`src/rtl/video_vram_port.sv`:
```
// Host-side VRAM access port: scroll/address registers (t, v, x, w), the PPUDATA
// access sequencer against a synchronous video RAM, and the one-deep read buffer.
module video_vram_port (
    input  logic        I_clock,
    input  logic        I_reset,
    input  logic        I_host_wr,
    input  logic        I_host_rd,
    input  logic [2:0]  I_host_addr,
    input  logic [7:0]  I_host_data,
    input  logic        I_incr_32,
    output logic [7:0]  O_host_data,
    output logic        O_busy,
    output logic [13:0] O_vid_addr,
    output logic        O_vid_wren,
    input  logic [7:0]  I_vid_data,
    output logic [7:0]  O_vid_data,
    output logic [14:0] O_scroll_t,
    output logic [14:0] O_scroll_v,
    output logic [2:0]  O_fine_x
);

    typedef enum logic [1:0] {
        S_IDLE,
        S_WR,
        S_RD_ADDR,
        S_RD_DATA
    } state_t;

    state_t      r_state;
    state_t      w_state_nxt;

    logic [14:0] r_t;
    logic [14:0] r_v;
    logic [2:0]  r_x;
    logic        r_w;
    logic [7:0]  r_buf;
    logic [7:0]  r_host_data;
    logic [13:0] r_vid_addr;
    logic [7:0]  r_vid_data;

    logic        w_rd;
    logic        w_wr_ctrl;
    logic        w_rd_status;
    logic        w_wr_scroll;
    logic        w_wr_addr;
    logic        w_wr_data;
    logic        w_rd_data;
    logic        w_idle;
    logic        w_acc_wr;
    logic        w_acc_rd;

    logic [14:0] w_t_nxt;
    logic [2:0]  w_x_nxt;
    logic        w_w_nxt;
    logic        w_v_load;
    logic [14:0] w_v_base;
    logic [14:0] w_step;
    logic        w_v_inc;
    logic [14:0] w_v_nxt;

    // A simultaneous write wins; the read (and its status-side effect) is discarded.
    assign w_rd        = I_host_rd & ~I_host_wr;
    assign w_wr_ctrl   = I_host_wr && (I_host_addr == 3'd0);
    assign w_rd_status = w_rd      && (I_host_addr == 3'd2);
    assign w_wr_scroll = I_host_wr && (I_host_addr == 3'd5);
    assign w_wr_addr   = I_host_wr && (I_host_addr == 3'd6);
    assign w_wr_data   = I_host_wr && (I_host_addr == 3'd7);
    assign w_rd_data   = w_rd      && (I_host_addr == 3'd7);

    assign w_idle   = (r_state == S_IDLE);
    assign w_acc_wr = w_wr_data & w_idle;
    assign w_acc_rd = w_rd_data & w_idle;

    always_comb begin
        w_t_nxt  = r_t;
        w_x_nxt  = r_x;
        w_w_nxt  = r_w;
        w_v_load = 1'b0;
        if (w_wr_ctrl) begin
            w_t_nxt[11:10] = I_host_data[1:0];
        end else if (w_rd_status) begin
            w_w_nxt = 1'b0;
        end else if (w_wr_scroll) begin
            if (!r_w) begin
                w_t_nxt[4:0] = I_host_data[7:3];
                w_x_nxt      = I_host_data[2:0];
                w_w_nxt      = 1'b1;
            end else begin
                w_t_nxt[14:12] = I_host_data[2:0];
                w_t_nxt[9:5]   = I_host_data[7:3];
                w_w_nxt        = 1'b0;
            end
        end else if (w_wr_addr) begin
            if (!r_w) begin
                w_t_nxt[13:8] = I_host_data[5:0];
                w_t_nxt[14]   = 1'b0;
                w_w_nxt       = 1'b1;
            end else begin
                w_t_nxt[7:0] = I_host_data;
                w_w_nxt      = 1'b0;
                w_v_load     = 1'b1;
            end
        end
    end

    // An address load coinciding with an access exit is incremented from the new value.
    assign w_step   = I_incr_32 ? 15'd32 : 15'd1;
    assign w_v_base = w_v_load ? w_t_nxt : r_v;
    assign w_v_inc  = (r_state == S_WR) || (r_state == S_RD_ADDR);
    assign w_v_nxt  = w_v_inc ? (w_v_base + w_step) : w_v_base;

    always_comb begin
        w_state_nxt = r_state;
        case (r_state)
            S_IDLE: begin
                if (w_acc_wr) begin
                    w_state_nxt = S_WR;
                end else if (w_acc_rd) begin
                    w_state_nxt = S_RD_ADDR;
                end
            end
            S_WR:      w_state_nxt = S_IDLE;
            S_RD_ADDR: w_state_nxt = S_RD_DATA;
            S_RD_DATA: w_state_nxt = S_IDLE;
            default:   w_state_nxt = S_IDLE;
        endcase
    end

    always_ff @(posedge I_clock or posedge I_reset) begin
        if (I_reset) begin
            r_state <= S_IDLE;
        end else begin
            r_state <= w_state_nxt;
        end
    end

    always_ff @(posedge I_clock or posedge I_reset) begin
        if (I_reset) begin
            r_t <= 15'd0;
            r_v <= 15'd0;
            r_x <= 3'd0;
            r_w <= 1'b0;
        end else begin
            r_t <= w_t_nxt;
            r_v <= w_v_nxt;
            r_x <= w_x_nxt;
            r_w <= w_w_nxt;
        end
    end

    // Bus address/data are latched at the strobe and held until the next accepted access.
    always_ff @(posedge I_clock or posedge I_reset) begin
        if (I_reset) begin
            r_vid_addr  <= 14'd0;
            r_vid_data  <= 8'd0;
            r_host_data <= 8'd0;
            r_buf       <= 8'd0;
        end else begin
            if (w_acc_wr) begin
                r_vid_addr <= r_v[13:0];
                r_vid_data <= I_host_data;
            end
            if (w_acc_rd) begin
                r_vid_addr  <= r_v[13:0];
                r_host_data <= r_buf;
            end
            if (r_state == S_RD_DATA) begin
                r_buf <= I_vid_data;
            end
        end
    end

    assign O_busy      = ~w_idle;
    assign O_vid_wren  = (r_state == S_WR);
    assign O_vid_addr  = r_vid_addr;
    assign O_vid_data  = r_vid_data;
    assign O_host_data = r_host_data;
    assign O_scroll_t  = r_t;
    assign O_scroll_v  = r_v;
    assign O_fine_x    = r_x;

endmodule

```
`config.mk`:
```
export PLATFORM = sky130hd
export DESIGN_NAME = video_vram_port
export DESIGN_NICKNAME = d
export VERILOG_FILES = /design/src/rtl/video_vram_port.sv
export SDC_FILE = /design/constraint.sdc
export NUM_CORES = 1
export LEC_CHECK = 0
export CAP_MARGIN = 20
export CORE_MARGIN = 2
export CORE_UTILIZATION = 40
export DETAILED_ROUTE_END_ITERATION = 12
export PLACE_DENSITY = 0.71
export REMOVE_ABC_BUFFERS = 1
export SLEW_MARGIN = 20
export SYNTH_ARGS = -nofsm -noshare
export SYNTH_HDL_FRONTEND = slang
export SYNTH_SLANG_ARGS = --single-unit
export TNS_END_PERCENT = 30
```
`constraint.sdc`:
```
create_clock -name I_clock -period 4.3 [get_ports I_clock]
set_clock_uncertainty 0.05 [all_clocks]
set_input_delay 0.43 -clock I_clock [delete_from_list [all_inputs] [get_ports I_clock]]
set_output_delay 0.43 -clock I_clock [all_outputs]
set_load 0.005 [all_outputs]
```
# After elaboration in Yosys (flattened, before gate mapping)
# Cells that the tools add are included.
[word_totals] word_cells=70 out_inout_bits=65 input_bits=24 register_bits=74
[classes] addsub=1 n_reduce_logical=14 mux=30 n_eq_ne=8 n_bitwise=8
[op_table] operator="two-way mux 15 bit" n=4
[op_table] operator="two-way mux 14 bit" n=2
[op_table] operator="two-way mux 10 bit" n=2
[op_table] operator="adder 15 x 6 -> 15 bit" n=1
[op_table] operator="two-way mux 5 bit" n=2
[op_table] operator="equality test 3 bit, second input constant" n=3
[op_table] operator="two-way mux 1 bit" n=9
[op_table] operator="two-way mux 3 bit" n=3
[op_table] operator="two-way mux 2 bit" n=4
[op_table] operator="two-way mux 8 bit" n=1
[op_table] operator="two-way mux 7 bit" n=1
[op_table] operator="logical AND 1 bit" n=6
[op_table] operator="two-way mux 6 bit" n=1
[op_table] operator="case mux 2 bit (3 select lines)" n=1
[op_table] operator="inverter 1 bit" n=5
[op_table] operator="equality test 2 bit, second input constant" n=2
[op_table] operator="AND reduction 4 bit" n=1
[op_table] operator="AND 1 bit" n=3
[op_table] operator="equality test 3 x 2 -> 1 bit, second input constant" n=1
[op_table] operator="zero test 3 bit" n=1
[op_table] operator="!= test 3 x 1 -> 1 bit, second input constant" n=1
[op_table] operator="nonzero test 3 bit" n=1
[op_table] operator="equality test 2 x 1 -> 1 bit, second input constant" n=1
[op_table] operator="zero test 2 bit" n=1
[op_table] operator="4 further kinds" n=4

# Longest topological paths before layout
# Gate-level depths: netlist (run 1).
[logic_depth] word_depth=9 mapped_depth=14 ltp_nobuf=13

# Least setup slack after synthesis (run 1)
# No wires, ideal clock.
[synth_path] path_kind="input port to flip-flop" startpoint="input port I_host_wr" endpoint="register r_v[8], in the netlist O_scroll_v[8]" t_arrival_ns=2.589 n_path_buf=2 stages=13 slack_ns=1.535 setup_ns=0.126 required_ns=4.124 path_cell_list="buf_6 > and4b_4 > and2_4 > buf_6 > mux2_2 > ha_1 > ha_1 > and4_1 > nand4_1 > o311ai_4 > nand3_1 > xor2_1 > mux2i_1"
[synth_via] elab_chain_len=8 elab_cells_between_ends=17 cone_classes="add/sub: 1; mux: 10; bitwise: 2; reduce/logical: 4"
[synth_rtl] element="start: declaration" line_no="6" source="input logic I_host_wr,"
[synth_rtl] element="logical AND 1 bit / inverter 1 bit (equally long branches)" line_no="66, 62"
[synth_rtl] element="two-way mux 15 bit (tied with other cells)" line_no="93" source="end else if (w_wr_addr) begin"
[synth_rtl] element="two-way mux 10 bit (tied with other cells)" line_no="83" source="end else if (w_wr_scroll) begin"
[synth_rtl] element="two-way mux 15 bit / two-way mux 1 bit (equally long branches)" line_no="81" source="end else if (w_rd_status) begin"
[synth_rtl] element="two-way mux 10 bit / two-way mux 1 bit (equally long branches)" line_no="79" source="if (w_wr_ctrl) begin"
[synth_rtl] element="two-way mux 15 bit *" line_no="108" source="assign w_v_base = w_v_load ? w_t_nxt : r_v;"
[synth_rtl] element="adder 15 x 6 -> 15 bit" line_no="110" source="assign w_v_nxt = w_v_inc ? (w_v_base + w_step) : w_v_base;"
[synth_rtl] element="two-way mux 15 bit *" line_no="110"
[synth_rtl] element="net w_v_nxt[8]" line_no="59" source="logic [14:0] w_v_nxt;"
[synth_rtl] element="end signal: assignment" line_no="145" source="r_v <= w_v_nxt;"
[synth_rtl] element="end: declaration" line_no="33" source="logic [14:0] r_v;"
# Mark *: on every way through the listed nets, which the timed path passes. The rest lies on a longest branch.
# A chain may end at the register's enable or synchronous reset.

# Worst setup path after layout (run 1)
[layout_path] startpoint="input port I_host_addr[1]" endpoint="register r_v[8], in the netlist O_scroll_v[8]"
[layout_via] elab_chain_len=9 elab_cells_between_ends=19 cone_classes="add/sub: 1; eq/ne: 3; mux: 10; reduce/logical: 5"
[layout_rtl] element="start: declaration" line_no="8" source="input logic [2:0] I_host_addr,"
[layout_rtl] element="equality test 3 bit" line_no="66" source="assign w_wr_addr = I_host_wr && (I_host_addr == 3'd6);"
[layout_rtl] element="logical AND 1 bit" line_no="66"
[layout_rtl] element="two-way mux 15 bit / two-way mux 1 bit (equally long branches)" line_no="93"
[layout_rtl] element="two-way mux 10 bit / two-way mux 1 bit (equally long branches)" line_no="83"
[layout_rtl] element="two-way mux 15 bit / two-way mux 1 bit (equally long branches)" line_no="81"
[layout_rtl] element="two-way mux 10 bit / two-way mux 1 bit (equally long branches)" line_no="79"
[layout_rtl] element="two-way mux 15 bit *" line_no="108"
[layout_rtl] element="adder 15 x 6 -> 15 bit" line_no="110"
[layout_rtl] element="two-way mux 15 bit *" line_no="110"
[layout_rtl] element="net w_v_nxt[8]" line_no="59"
# Marked as above.

==> impl_results.md, run 1 <==
* Outcome: completed
* CP Data Required Time at 4470 ps
* Worst Min Path Start: O_vid_data[3]
* Fraction of registers with async set or reset after synthesis at 1.00
* Remaining routing DRC violations at 0
* Ports at 89
* CP Max Fanout at 16
* Reg power frac at 0.395
* Worst slew margin at 0.380
* Reg area at 1850 sq um
* TritonCTS Sinks at 74
* Worst min path class: flop to flop
* Worst R2R Setup Slack at 1080 ps
* Synth-to-layout area growth at 31.8%
* Routed WL per cell at 16.1 um
* Fin crit share at 0.825
* Design area at 5020 sq um
* CP Data Arrival Time at 3720 ps
* Port buffer count at 88
* DRT iter0 DRCs at 220
* Clock share of power at 0.202
* Gate power share at 0.403
* Mapped Avg Cell Area at 10.6 sq um
* Maximum buffer depth of the clock tree at 2
* Placer Congestion at 0.858
* Power per Cell Area at 606 nW/um^2
* Most used flip-flop cell after synthesis: dfrtp_1
* Synth warn at 0
* Die width at 102 um
* Post-synth EDFFs at 0
* Share of cells above drive strength 1 at 0.163
* Row count at 35
* Largest net degree at the start of global routing at 75
* Worst r2r path cells at 13
* Unique masters post-synth at 54
* Worst vdd ir at 0.254 mV
* #FFs+latches synth at 74
* # setup viols final at 0
* Num CTS Buffers at 9
* Sw Ratio at 0.325
* Hold EP: O_vid_data[3]
* Clk slew on worst S/H paths at 80 ps
* Net Sw Power at 0.990 mW
* Post CTS Setup Buffer Count at 0
* Hold Crit Depth at 2
* Die area at 10300 sq um
* 1st-pass router iterations at 4
* Final WL at 9310 um
* Global-route wire length before repair at 15600 um
* Worst Setup End Kind: flop
* Launching point of the worst reg2reg path: r_w
* Starting Density at 0.412
* RSZ-0062 raised after global routing: false
* Grt total ovfl at 0
* Least-Margin Pin Slew at 929 ps
* Fin. max-slew vios at 0
* Clock Latency Late Sink at 350 ps
* Max Clock Freq at 0.282 GHz
* Placed inst area at 4790 sq um
* Max H-tree Level at 3
* Leakage at 2.14 nW
* Area of the multi-input gates at 1810 sq um
* Root Driver: clkbuf_8
* Diode count at 0
* Initial antenna violation count at 0
* Worst reg2reg endpoint: O_scroll_v[8]
* GRT Resource Usage Total at 0.194
* Vias in the first global route at 3057
* Final net count at 476
* Die Y at 102 um
* Setup tns final at 0 ps
* Register area share after synthesis at 0.486
* Crit path time final at 3550 ps
* Antenna viol nets, final at 0
* # hold bufs at CTS at 0
* Syn Std Cell Area at 3810 sq um
* Via density at 5.24
* Fillers at 825
* Crit Path Category: input port to flop
* Via count at 3031
* Int Power at 2.05 mW
* Core area at 9240 sq um
* Final hold vios at 0
* Crit path launch type: input port
* Mapped Cells at 359
* Post_cts resized at 0
* Maxcap violations at 0
* Post-DP HPWL at 6640 um
* CTS tree: built
[routing by layer]
metal  track usage  part of all wire  routed length [um]  up-vias
li1              -                 -                   -     1425
met4        0.0551             0.011                 104        0
met1         0.269              0.46                4300     1507
met3        0.0421             0.049                 461        8
met2         0.306              0.48                4450       91
met5             0                 0                   0        -
[cells in the final DEF, fill, tap and decap left out, types with 7 or more instances in the layout]
| cell | n |
|---|---|
| inv_1 | 10 |
| a21oi_1 | 15 |
| xor2_1 | 8 |
| nor2_1 | 21 |
| mux2_2 | 35 |
| o21ai_0 | 11 |
| clkbuf_8 | 9 |
| clkdlybuf4s50_1 | 88 |
| nor3_1 | 8 |
| ha_1 | 8 |
| buf_4 | 7 |
| dfrtp_1 | 74 |
| nand3_1 | 13 |
| nand2_1 | 52 |
| mux2i_1 | 17 |
[sequential cells by signal (all words and copies together), names as in the netlist]
name / cells
r_buf: 8
O_scroll_v: 15
O_fine_x: 3
O_host_data: 8
O_vid_addr: 14
r_state: 2
O_vid_data: 8
O_scroll_t: 15
r_w: 1
[area by class of cell]
| type | count | share of cell area |
|---|---|---|
| Sequential cell | 74 | 0.369 |
| Multi-Input combinational cell | 253 | 0.360 |
| Timing Repair Buffer | 95 | 0.186 |
| Tap cell | 129 | 0.0322 |
| Clock buffer | 9 | 0.0247 |
| Clock inverter | 7 | 0.0202 |
| Inverter | 11 | 0.00823 |
[synth_stat cells, types with 2 or more instances]
master / n / area share
a211oi_1: 5 / 0.0099
a21oi_1: 15 / 0.020
a222oi_1: 2 / 0.0053
and2_1: 2 / 0.0033
and3_1: 2 / 0.0033
buf_2: 7 / 0.0092
buf_4: 2 / 0.0039
buf_6: 2 / 0.0059
clkbuf_1: 9 / 0.0089
dfrtp_1: 74 / 0.49
ha_1: 8 / 0.026
inv_1: 11 / 0.011
mux2_1: 2 / 0.0059
mux2_2: 35 / 0.10
mux2i_1: 17 / 0.045
nand2_1: 52 / 0.051
nand2b_1: 4 / 0.0066
nand3_1: 13 / 0.017
nand3b_1: 3 / 0.0059
nand4_1: 4 / 0.0066
nor2_1: 21 / 0.021
nor2b_1: 3 / 0.0049
nor3_1: 8 / 0.011
nor3b_1: 2 / 0.0039
o21ai_0: 11 / 0.014
o21ai_1: 4 / 0.0053
o22ai_1: 3 / 0.0049
xnor2_1: 5 / 0.011
xor2_1: 8 / 0.018
[worst max path at each step]
stage | from | cells after the start | slack (ps) | end
5_1_grt | I_host_addr[1] | 12 | 560 | O_scroll_v[8]
3_5_place_dp | I_host_addr[1] | 12 | 460 | O_scroll_v[8]
2_1_floorplan | r_w | 10 | 1300 | O_scroll_v[14]
6_report | I_host_addr[1] | 12 | 750 | O_scroll_v[8]
4_1_cts | I_host_addr[1] | 12 | 820 | O_scroll_v[8]
3_3_place_gp | I_host_addr[1] | 12 | 590 | O_scroll_v[8]
[worst max-delay path, cell delays in order]
cell and delay, ps:
clkdlybuf4s50_1 720, and4b_4 440, and2_4 320, mux2_2 370
ha_1 230, ha_1 240, and4_1 210, nand4_1 130
o311ai_4 170, nand3_1 150, xor2_1 180, mux2i_1 120
[power groups by stage]
stage	Clock (mW)	Sequential [mW]	Combinational [mW]
2_1_floorplan	0	1.18	0.573
3_3_place_gp	0	1.20	1.21
3_5_place_dp	0	1.21	1.23
4_1_cts	0.626	1.20	1.24
5_1_grt	0.661	1.25	1.36
6_report	0.616	1.20	1.23
[metrics by stage]
| step | util | hold WS, ps | power, mW | cells | worst slack (ps) |
|---|---|---|---|---|---|
| 4_1_cts | 0.543 | 441 | 3.07 | 578 | 816 |
| 5_1_grt | 0.543 | 472 | 3.27 | 578 | 561 |
| 6_report | 0.543 | 439 | 3.04 | 578 | 754 |
| 3_5_place_dp | 0.519 | 417 | 2.45 | 562 | 459 |
| 3_3_place_gp | 0.519 | 412 | 2.41 | 562 | 586 |
| 2_1_floorplan | - | 420 | 1.76 | 338 | 1300 |
[logic make-up after synthesis]
logic type,count (synthesis),share of synthesized area
fa+ha+maj,8,0.0263
xor+xnor,13,0.0299
simple gates,126,0.169
mux,54,0.154
flops,74,0.486
compound gates,52,0.0949
buf+inv,32,0.0397
Power figures use the tool's default switching activity.
==> run 2: changes to the inputs <==
Settings changed: PLACE_DENSITY 0.71 to 0.74.
Clock period 4.3 ns to 3 ns, I/O delays scaled along.
==> run 2 against run 1 <==
Net effect: combinational power up 50%; sequential share of layout area down 1.4 points; worst hold slack worse by 230 ps; largest power group unchanged.
==> impl_results.md, run 2 (same netlist as run 1, synthesis figures left out) <==
* Via density at 5.10 (-2.7%)
* Starting Density at 0.412 (unchanged)
* Fin. max-slew vios at 0 (unchanged)
* Maxcap violations at 0 (unchanged)
* RSZ-0062 raised after global routing: false
* Int Power at 3.06 mW (+49%)
* Least-Margin Pin Slew at 455 ps (-475 ps)
* Synth-to-layout area growth at 37.2%
* Clock Latency Late Sink at 360 ps (about the same)
* 1st-pass router iterations at 4 (unchanged)
* TritonCTS Sinks at 74 (unchanged)
* Final net count at 500 (+5.0%)
* CTS tree: built
* Grt total ovfl at 0 (unchanged)
* Row count at 35 (unchanged)
* Worst R2R Setup Slack at 200 ps (-880 ps)
* Post CTS Setup Buffer Count at 0 (unchanged)
* CP Max Fanout at 6 (-10)
* Worst slew margin at 0.688 (+0.308)
* Launching point of the worst reg2reg path: r_w
* Fin crit share at 0.948
* Share of cells above drive strength 1 at 0.205 (+0.0425)
* GRT Resource Usage Total at 0.201 (+0.00721)
* Vias in the first global route at 3208 (+4.9%)
* Setup tns final at 0 ps (unchanged)
* Sw Ratio at 0.315 (-0.0103)
* Reg power frac at 0.384 (-0.011)
* Num CTS Buffers at 9 (unchanged)
* Outcome: completed
* Final non-filler cell total at 602 (+4.2%)
* Net Sw Power at 1.41 mW (+42%)
* Design area at 5220 sq um (+4.1%)
* Worst reg2reg endpoint: O_scroll_v[8]
* Fillers at 801 (-2.9%)
* Diode count at 0 (unchanged)
* DRT iter0 DRCs at 153 (-30%)
* Worst min path class: input port to asynchronous set/reset pin
* Remaining routing DRC violations at 0 (unchanged)
* Max H-tree Level at 3 (unchanged)
* Worst Setup End Kind: flop
* Leakage at 2.28 nW (+6.5%)
* Root Driver: clkbuf_8
* Crit Path Category: input port to flop
* Final WL at 9750 um (+4.7%)
* Final worst slack at 155 ps (-599 ps)
* Initial antenna violation count at 0 (unchanged)
* Max Clock Freq at 0.351 GHz
* # setup viols final at 0 (unchanged)
* Gate power share at 0.410 (+0.007)
* Die Y at 102 um (unchanged)
* Worst vdd ir at 0.403 mV (+59%)
* Power per Cell Area at 856 nW/um^2 (+41%)
* Placed inst area at 4990 sq um (+4.0%)
* Crit path time final at 2850 ps
* Dpl ws at -183 ps (-641 ps)
* Commonest cells after routing, fill and taps aside: clkdlybuf4s50_1, dfrtp_1, nand2_1, mux2_2, buf_4
* Placer Congestion at 0.874 (+1.8%)
* Die width at 102 um (unchanged)
* Die area at 10300 sq um (unchanged)
* Post-DP HPWL at 7180 um (+8.2%)
* Placed Instances at 586 (+4.3%)
* Largest net degree at the start of global routing at 57 (-24%)
* Antenna viol nets, final at 0 (unchanged)
* Crit path launch type: input port
* Port buffer count at 88 (unchanged)
* Via count at 3072 (+1.4%)
* Ports at 89 (unchanged)
* CP Data Arrival Time at 3070 ps (-650 ps)
* Fin Hold WS at 210 ps (-229 ps)
* CP Data Required Time at 3220 ps (-1250 ps)
* Global-route wire length before repair at 16000 um (+2.5%)
* Clk slew on worst S/H paths at 70 ps (about the same)
* Final hold vios at 0 (unchanged)
* Clock share of power at 0.206 (+0.004)
* Worst r2r path cells at 13 (unchanged)
* Maximum buffer depth of the clock tree at 2 (unchanged)
* Core area at 9240 sq um (unchanged)
* Routed WL per cell at 16.2 um (+0.54%)
* Commonest non-fill, non-tap cell in the layout: clkdlybuf4s50_1
-- run 2: power by group through the flow --
stage / logic [mW] / clock network [mW] / registers [mW]
2_1_floorplan: 0.821 / 0 / 1.70
3_3_place_gp: 1.80 / 0 / 1.71
3_5_place_dp: 1.84 / 0 / 1.73
4_1_cts: 1.86 / 0.942 / 1.72
5_1_grt: 2.01 / 0.986 / 1.78
6_report: 1.84 / 0.922 / 1.72
-- run 2: how the worst max path moves through the flow --
stage	start	to	slack [ps]	cells after the start
final	I_host_addr[1]	O_scroll_v[14]	150	14
after global placement	I_host_addr[0]	O_scroll_v[8]	-20	14
after detailed placement	I_host_addr[0]	O_scroll_v[8]	-180	14
after floorplan	r_w	O_scroll_v[14]	4	10
after CTS	r_w	O_scroll_v[8]	110	13
after global routing	I_host_addr[1]	O_scroll_v[14]	10	14
-- run 2: final cells by class --
class | instances | area (sq um) | share of cell area
inverters | 11 | 41.3 | 0.00790
flip-flops and latches | 74 | 1850 | 0.354
clock inverters | 6 | 105 | 0.0201
clock buffers | 10 | 128 | 0.0244
repair buffers | 119 | 1130 | 0.216
multi-input cells | 253 | 1810 | 0.347
well taps | 129 | 161 | 0.0309
-- run 2: per-stage QoR --
stage | utilization | power, mW
6_report | 0.565 | 4.47
5_1_grt | 0.565 | 4.78
4_1_cts | 0.565 | 4.52
3_5_place_dp | 0.540 | 3.58
3_3_place_gp | 0.540 | 3.51
2_1_floorplan | - | 2.52
-- run 2: repair_timing --
item	in CTS	in global routing
endpoints found under the setup margin	0	3
hold buffers	0	0
gates resized for setup	0	1
-- run 2: worst max-delay path: stages --
cell and delay (ps):
clkdlybuf4s50_1 500, nand2b_1 200, nor3b_1 210, a31oi_1 70
o21ai_1 200, mux2_2 190, ha_1 160, ha_1 170
buf_4 120, nand2_1 80, o311ai_4 370, o211ai_4 150
a211oi_2 200, xnor2_1 150
-- run 2: layer usage --
| layer | track usage | wire length, um | vias up | share of wire |
|---|---|---|---|---|
| met4 | 0.0790 | 188 | 0 | 0.019 |
| met3 | 0.0518 | 503 | 15 | 0.052 |
| met1 | 0.258 | 4410 | 1502 | 0.45 |
| li1 | - | - | 1473 | - |
| met2 | 0.325 | 4650 | 82 | 0.48 |
| met5 | 0 | 0 | - | 0 |
